--- src/rtl/class_vec_search.sv ---
// class_vec_search: nearest-class search over binary hypervectors.
// A query of NUM_FRAMES frames is loaded over a valid/ready stream, then every
// class hypervector is fetched frame by frame from an external generator and
// compared by Hamming distance. The lowest distance wins, and ties keep the
// lower class index.
// Optional feature: define CLASS_VEC_SEARCH_MARGIN_EN to add result_margin
// (second-best distance minus best distance).
module class_vec_search #(
  parameter int NUM_CLASSES = 8,
  parameter int NUM_FRAMES  = 3,
  parameter int FRAME_W     = 64
) (
  input  logic               clk,
  input  logic               rst,
  input  logic               q_valid,
  output logic               q_ready,
  input  logic [FRAME_W-1:0] q_data,
  output logic [2:0]         frame_id,
  output logic [1:0]         frame_index,
  input  logic [FRAME_W-1:0] class_vec_in,
  output logic               result_valid,
  input  logic               result_ready,
  output logic [2:0]         result_class,
  output logic [7:0]         result_dist,
  output logic               busy
`ifdef CLASS_VEC_SEARCH_MARGIN_EN
  ,
  output logic [7:0]         result_margin
`endif
);

  typedef enum logic [1:0] {
    IDLE   = 2'd0,
    LOAD   = 2'd1,
    SEARCH = 2'd2,
    DONE   = 2'd3
  } state_t;

  localparam logic [1:0] LAST_FRAME = 2'(NUM_FRAMES - 1);
  localparam logic [2:0] LAST_CLASS = 3'(NUM_CLASSES - 1);

  // Number of set bits in one frame (0..64 fits in 7 bits).
  function automatic logic [6:0] popcount(input logic [FRAME_W-1:0] v);
    logic [6:0] c;
    c = 7'd0;
    for (int i = 0; i < FRAME_W; i++) begin
      c = c + {6'd0, v[i]};
    end
    return c;
  endfunction

  state_t             state_q;
  logic [1:0]         beat_q;
  // Buffer is sized to the full 2-bit frame address so any index stays in range.
  logic [FRAME_W-1:0] q_buf_q [4];
  logic [2:0]         frame_id_q;
  logic [1:0]         frame_index_q;
  logic [7:0]         acc_q;
  logic [2:0]         best_class_q;
  logic [7:0]         best_dist_q;
  logic               q_ready_q;
  logic               busy_q;
  logic               result_valid_q;
  logic [2:0]         result_class_q;
  logic [7:0]         result_dist_q;
`ifdef CLASS_VEC_SEARCH_MARGIN_EN
  logic [7:0]         second_dist_q;
  logic [7:0]         result_margin_q;
`endif

  logic [6:0] pc_s;
  logic [7:0] acc_base_s;
  logic [7:0] sum_s;
  logic       take_s;

  // Per-cycle distance contribution and the "new best" decision for the current class.
  always_comb begin
    pc_s = popcount(q_buf_q[frame_index_q] ^ class_vec_in);
    if (frame_index_q == 2'd0) begin
      acc_base_s = 8'd0;
    end else begin
      acc_base_s = acc_q;
    end
    sum_s = acc_base_s + {1'b0, pc_s};
    if (frame_id_q == 3'd0) begin
      take_s = 1'b1;
    end else begin
      take_s = (sum_s < best_dist_q);
    end
  end

  // Main FSM: load query, sweep classes, hold result until consumed.
  always_ff @(posedge clk) begin
    if (rst) begin
      state_q        <= IDLE;
      beat_q         <= 2'd0;
      frame_id_q     <= 3'd0;
      frame_index_q  <= 2'd0;
      acc_q          <= 8'd0;
      best_class_q   <= 3'd0;
      best_dist_q    <= 8'd0;
      q_ready_q      <= 1'b1;
      busy_q         <= 1'b0;
      result_valid_q <= 1'b0;
      result_class_q <= 3'd0;
      result_dist_q  <= 8'd0;
`ifdef CLASS_VEC_SEARCH_MARGIN_EN
      second_dist_q   <= 8'd0;
      result_margin_q <= 8'd0;
`endif
    end else begin
      case (state_q)
        IDLE, LOAD: begin
          if (q_valid) begin
            q_buf_q[beat_q] <= q_data;
            if (beat_q == LAST_FRAME) begin
              beat_q        <= 2'd0;
              state_q       <= SEARCH;
              q_ready_q     <= 1'b0;
              busy_q        <= 1'b1;
              frame_id_q    <= 3'd0;
              frame_index_q <= 2'd0;
            end else begin
              beat_q  <= beat_q + 2'd1;
              state_q <= LOAD;
            end
          end
        end
        SEARCH: begin
          acc_q <= sum_s;
          if (frame_index_q == LAST_FRAME) begin
            frame_index_q <= 2'd0;
            if (take_s) begin
              best_class_q <= frame_id_q;
              best_dist_q  <= sum_s;
            end
`ifdef CLASS_VEC_SEARCH_MARGIN_EN
            if (frame_id_q == 3'd0) begin
              second_dist_q <= 8'hFF;
            end else if (take_s) begin
              second_dist_q <= best_dist_q;
            end else if (sum_s < second_dist_q) begin
              second_dist_q <= sum_s;
            end
`endif
            if (frame_id_q == LAST_CLASS) begin
              frame_id_q <= 3'd0;
              state_q    <= DONE;
              busy_q     <= 1'b0;
            end else begin
              frame_id_q <= frame_id_q + 3'd1;
            end
          end else begin
            frame_index_q <= frame_index_q + 2'd1;
          end
        end
        DONE: begin
          if (!result_valid_q) begin
            result_valid_q <= 1'b1;
            result_class_q <= best_class_q;
            result_dist_q  <= best_dist_q;
`ifdef CLASS_VEC_SEARCH_MARGIN_EN
            result_margin_q <= second_dist_q - best_dist_q;
`endif
          end else if (result_ready) begin
            result_valid_q <= 1'b0;
            state_q        <= IDLE;
            q_ready_q      <= 1'b1;
          end
        end
        default: begin
          state_q <= IDLE;
        end
      endcase
    end
  end

  assign q_ready      = q_ready_q;
  assign busy         = busy_q;
  assign frame_id     = frame_id_q;
  assign frame_index  = frame_index_q;
  assign result_valid = result_valid_q;
  assign result_class = result_class_q;
  assign result_dist  = result_dist_q;
`ifdef CLASS_VEC_SEARCH_MARGIN_EN
  assign result_margin = result_margin_q;
`endif

endmodule

--- config.mk ---
export PLATFORM = sky130hd
export DESIGN_NAME = class_vec_search
export DESIGN_NICKNAME = d
export VERILOG_FILES = /design/src/rtl/class_vec_search.sv
export SDC_FILE = /design/constraint.sdc
export NUM_CORES = 1
export LEC_CHECK = 0
export CORE_MARGIN = 5
export CORE_UTILIZATION = 40
export CTS_BUF_LIST = sky130_fd_sc_hd__clkbuf_8
export CTS_CLUSTER_DIAMETER = 100
export CTS_CLUSTER_SIZE = 20
export DETAILED_ROUTE_END_ITERATION = 6
export GPL_ROUTABILITY_DRIVEN = 0
export PLACE_DENSITY = 0.67
export SYNTH_ARGS = -nofsm -noshare
export SYNTH_HDL_FRONTEND = slang
export SYNTH_SLANG_ARGS = --single-unit
export TNS_END_PERCENT = 30
--- constraint.sdc ---
create_clock -name clk -period 12.1 [get_ports clk]
set_input_delay 3.63 -clock clk [delete_from_list [all_inputs] [get_ports clk]]
set_output_delay 3.63 -clock clk [all_outputs]
set_load 0.05 [all_outputs]
==> results of run 1 <==
## state kept, by name (all words and copies together), names as in the netlist, named ones only
name,cells
frame_index,2
result_valid,1
best_class_q,3
beat_q,2
q_ready,1
state_q,2
frame_id,3
busy,1
result_class,3
best_dist_q,8
q_buf_q,256
result_dist,8
acc_q,8
## stage by stage
step	hold slack (ns)	util	setup slack [ns]	instance area [sq um]
6_report	0.458	0.476	0.842	16000
3_5_place_dp	0.443	0.467	0.196	15600
3_3_place_gp	0.441	0.467	0.347	15600
2_1_floorplan	0.432	-	0.810	13600
4_1_cts	0.461	0.476	0.782	16000
5_1_grt	0.481	0.476	0.413	16000
## logic make-up (layout without fill, tap and decap cells)
family / Yosys count / in the layout / share of synthesized area
flip-flops: 300 / 300 / 0.630
AND/OR/NAND/NOR: 109 / 109 / 0.0411
buffers and inverters: 95 / 255 / 0.0287
adder cells (fa/ha/maj): 90 / 90 / 0.114
AO/OA/AOI/OAI: 79 / 79 / 0.0355
XOR/XNOR: 69 / 69 / 0.0445
multiplexers: 64 / 64 / 0.106
other: 0 / 1 / 0
## cells in the final DEF, fill, tap and decap left out, drive strengths merged, types with 2 or more instances in the layout
master         synthesis  final
nor4                   2      2
buf                   17     11
nand3                 12     12
o21ai                 15     15
xnor2                 19     19
clkdlybuf4s50          0    150
a211oi                 2      2
edfxtp               256    256
nor2b                 10     10
xor2                  50     50
and2                   2      2
nand2b                 3      3
and3                   2      2
ha                    34     34
a21oi                 38     38
a22oi                  2      2
nor2                  20     20
a211o                  3      3
nand2                 42     42
nor3                   2      2
fa                    56     56
clkbuf                12     19
nor3b                  6      6
inv                   66     74
o211ai                 5      5
mux4                  64     64
dfxtp                 44     44
a31oi                  2      2
a21o                   3      3
## worst min path at each step
stage                        start        endpoint  depth (start not counted)
floorplan                 acc_q[0]        acc_q[0]                          2
global route              acc_q[5]        acc_q[5]                          2
finish              result_dist[6]  result_dist[6]                          2
CTS                       acc_q[5]        acc_q[5]                          2
detailed placement        acc_q[5]        acc_q[5]                          2
global placement          acc_q[5]        acc_q[5]                          2
## area by class of cell
class                      count  area [sq um]  share of cell area
tap                          448           561              0.0351
sequential                   300          8570               0.537
antenna                        1          2.50            0.000157
timing repair buffer         161          1610               0.101
inverter                      66           248              0.0155
clock buffer                  19           262              0.0164
clock inverter                 9          47.5             0.00298
multi-input combinational    411          4660               0.292
## metal layers
metal | GRT usage | up-vias | wire length [microns]
li1 | - | 3280 | -
met1 | 0.210 | 3619 | 12400
met2 | 0.257 | 157 | 14200
met3 | 0.0289 | 38 | 1470
met4 | 0.0313 | 6 | 593
met5 | 0 | - | 54
## worst register-to-register path, delay by kind of cell, from the launching register on
family / cells / cell delay (ns)
adder cells (fa/ha/maj): 11 / 5.18
AO/OA/AOI/OAI: 5 / 1.16
flip-flops: 1 / 0.97
buffers and inverters: 6 / 0.79
multiplexers: 1 / 0.55
AND/OR/NAND/NOR: 3 / 0.42
XOR/XNOR: 1 / 0.38
==> qor.yml, run 1 <==
endpoint: "best_dist_q[3]"
ctsResizeCount: 0
syn_inst: 806
start_kind: "primary input"
seq_area_frac_synth: 0.630
max_cap_violations: 0
first_iter_violations: 395
critPathBufInv: 6
synth_area_per_cell_sq_um: 16.9
synth.distinct_cells: 53
cts_setup_buffers: 0
crit_top_cell: "fa_1"
fin_crit_ns: 11.26
crit_type: "primary input to flip-flop"
synth_seq_cells: 300
crit_cells: 26
status: "finished, final reports clean"
via_per_inst: 5.02
syn_nets: 1028
vias: 7100
cts_tree: "yes"
root_buffer: "clkbuf_8"
cts_buffer_depth: 3
yosys-top-cells-count: "256 x edfxtp_1, 66 x inv_1, 64 x mux4_2, 56 x fa_1, 50 x xor2_1"
worst_pin_slew_ns: 1.09
ant_nets: 0
fmax_mhz: 88.8
hold_viol: 0
cp.required_ns: 12.57
area_delta_synth_final_pct: 17.4
clock_latency_ns: 0.57
initial_core_util: 0.405
clk_pin_slew_ns: 0.10
fin_worst_skew_ns: 0.0348
final-max-slew-violation-count: 0
layout-drive-gt1-share: 0.116
yosys.area.top_type: "edfxtp_1"
timing.rr.end: "best_dist_q[3]"
cp.arrival_ns: 11.73
grt_max_degree: 65
endpoint_kind: "flip-flop"
nets: 1181
regToRegSetupSlack_ns: 2.58
wl_per_cell_microns: 20.3
fillers: 2896
die_w_microns: 194
slowest_stage: "fa_1"
hold_buffers: 0
num_rows: 67
rsz0062_at_grt: "no"
path_delay_family: "adder cells"
final.setup.tns_ns: 0
io_pins: 151
synth_edf_count: 256
synth_top_flop_cell: "edfxtp_1"
synth_top_area_frac: 0.566
setup_violations: 0
antenna_found_initial: 4
post-place-cells: 1386
cts.sinks: 300
async_reset_ff_frac: 0
fin_crit_sh: 0.930
hpwl_microns: 19500
routed_wl_microns: 28700
rr_worst_depth: 27
ys_warn_count: 0
drc: 0
grt-ovfl-total: 0
hold_class: "flip-flop to flip-flop"
core_sq_um: 33500
synthTopCellsByArea: "edfxtp_1 57%, mux4_2 11%, fa_1 8.2%"
die_h_microns: 194
grt_pass1_wl_microns: 45100
first_pass_iters: 5
port_buffers: 150
fp.dieArea_sq_um: 37800
startpoint: "class_vec_in[48]"
crit_fanout: 7
yosysMostFrequentCell: "edfxtp_1"
grt_pass1_vias: 7632
cts_max_level: 1
max_slew_margin: 0.271
max_stage_delay_ns: 0.53
instances_no_fill: 1415
syn_area_sq_um: 13600
numCtsBuffers: 19
grt_util_all_layers: 0.153
Power of run 1 is not shown: default switching activity piles up to over one toggle a cycle in this logic, so the estimate is an artifact.
==> run 2, diff against run 1 <==
Settings changed: SETUP_SLACK_MARGIN set to 0.2.
==> results of run 2 <==
Final layout, timing and power as in run 1 (identical DEF).
Power of run 2 is left out for the same reason.
==> run 3, diff against run 2 <==
Settings changed: PLACE_DENSITY 0.67 to not set, PLACE_DENSITY_LB_ADDON set to 0.1.
==> qor.yml, run 3 (same netlist as run 1, synthesis figures left out) <==
status: "finished, final reports clean"  # unchanged
core_sq_um: 33500  # unchanged
largest-register: "q_buf_q"  # unchanged
antenna_found_initial: 1  # was 4
cts_max_level: 1  # unchanged
cp.arrival_ns: 11.48  # was 11.73 ns
fin_worst_skew_ns: 0.0294  # was 0.0348 ns
topRoutingLayerUsed: "met5"  # unchanged
crit_type: "primary input to flip-flop"  # unchanged
clk_pin_slew_ns: 0.13  # was 0.10 ns
die_h_microns: 194  # unchanged
layout-drive-gt1-share: 0.112  # was 0.116
clock_latency_ns: 0.56  # was 0.57 ns
path_delay_family: "adder cells"  # unchanged
cp.required_ns: 12.57  # about the same
routed_wl_microns: 29300  # was 28700 microns
met1Wirelength_microns: 12800  # was 12400 microns
met3_length_microns: 1510  # was 1470 microns
endpoint_kind: "flip-flop"  # unchanged
wl_per_cell_microns: 20.7  # was 20.3 microns
first_pass_iters: 4  # was 5
grt_pass1_vias: 7591  # was 7632
max_stage_delay_ns: 0.53  # about the same
cts_setup_buffers: 0  # unchanged
final-max-slew-violation-count: 0  # unchanged
post-place-cells: 1386  # unchanged
fillers: 2937  # was 2896
area_delta_synth_final_pct: 17.3  # was 17.4%
fp.dieArea_sq_um: 37800  # unchanged
crit_top_cell: "fa_1"  # unchanged
final.setup.tns_ns: 0  # unchanged
rsz0062_at_grt: "no"  # unchanged
setup_violations: 0  # unchanged
grt_max_degree: 52  # was 65
drc: 0  # unchanged
via_per_inst: 4.95  # was 5.02
hold_viol: 0  # unchanged
final_cell_mix: "256 x edfxtp_1, 150 x clkdlybuf4s50_1, 79 x inv_1"  # was 256 x edfxtp_1, 150 x clkdlybuf4s50_1, 72 x inv_1
start_kind: "primary input"  # unchanged
cts_tree: "yes"  # unchanged
fin_crit_sh: 0.910  # was 0.930
cts_buffer_depth: 3  # unchanged
ctsResizeCount: 0  # unchanged
cts.sinks: 300  # unchanged
instances_no_fill: 1418  # was 1415
grt_util_all_layers: 0.155  # was 0.153
stdcell_area_sq_um: 16000  # about the same
numCtsBuffers: 18  # was 19
nets: 1180  # was 1181
crit_fanout: 11  # was 7
final_common_cell: "edfxtp_1"  # unchanged
hpwl_microns: 20200  # was 19500 microns
max_slew_margin: 0.319  # was 0.271
largest_register_ff_count: 256  # unchanged
die_w_microns: 194  # unchanged
grt-ovfl-total: 0  # unchanged
num_rows: 67  # unchanged
ant_nets: 0  # unchanged
root_buffer: "clkbuf_8"  # unchanged
place_area_sq_um: 15600  # about the same
io_pins: 151  # unchanged
grt_pass1_wl_microns: 45500  # was 45100 microns
max_cap_violations: 0  # unchanged
fin_crit_ns: 11.01  # was 11.26 ns
vias: 7023  # was 7100
critPathBufInv: 6  # unchanged
slowest_stage: "fa_1"  # unchanged
worst_pin_slew_ns: 1.02  # was 1.09 ns
met2_length_microns: 14600  # was 14200 microns
initial_core_util: 0.405  # unchanged
port_buffers: 150  # unchanged
first_iter_violations: 327  # was 395
antenna_cells: 0  # was 1
hold_class: "flip-flop to flip-flop"  # unchanged
hold_buffers: 0  # unchanged
fmax_mhz: 90.8  # was 88.8 MHz
-- run 3: stage by stage --
| step | utilization | hold WS, ns | worst slack (ns) |
|---|---|---|---|
| after floorplan | - | 0.432 | 0.810 |
| after global placement | 0.466 | 0.442 | 0.552 |
| after detailed placement | 0.466 | 0.446 | 0.448 |
| after CTS | 0.476 | 0.466 | 1.05 |
| after global routing | 0.476 | 0.481 | 0.744 |
| final | 0.476 | 0.464 | 1.09 |
-- run 3: layer usage --
layer	vias up	global-route usage
li1	3284	-
met1	3571	0.214
met2	145	0.264
met3	21	0.0293
met4	2	0.0260
met5	-	0
-- run 3: worst min-delay path: stages, from the launching register on --
cell	delay [ns]
dfxtp_1	0.33
nand2_1	0.05
a21oi_1	0.05
-- run 3: path summary, 6_finish.rpt --
path,from,endpoint,slack [ns],depth (start not counted)
max,class_vec_in[28],best_dist_q[7],1.09,26
min,result_dist[0],result_dist[0],0.46,2
max reg2reg,flip-flop,best_dist_q[7],2.79,27
min reg2reg,result_dist[0],result_dist[0],0.46,2
-- run 3: layout make-up --
class                           instances  area [sq um]  area share
Sequential cell                       300          8580       0.538
Clock inverter                         13          48.8     0.00306
Clock buffer                           19           262      0.0164
Tap cell                              448           561      0.0351
Timing Repair Buffer                  161          1600       0.100
Multi-Input combinational cell        411          4660       0.292
Inverter                               66           248      0.0155
Power of run 3 is left out for the same reason.
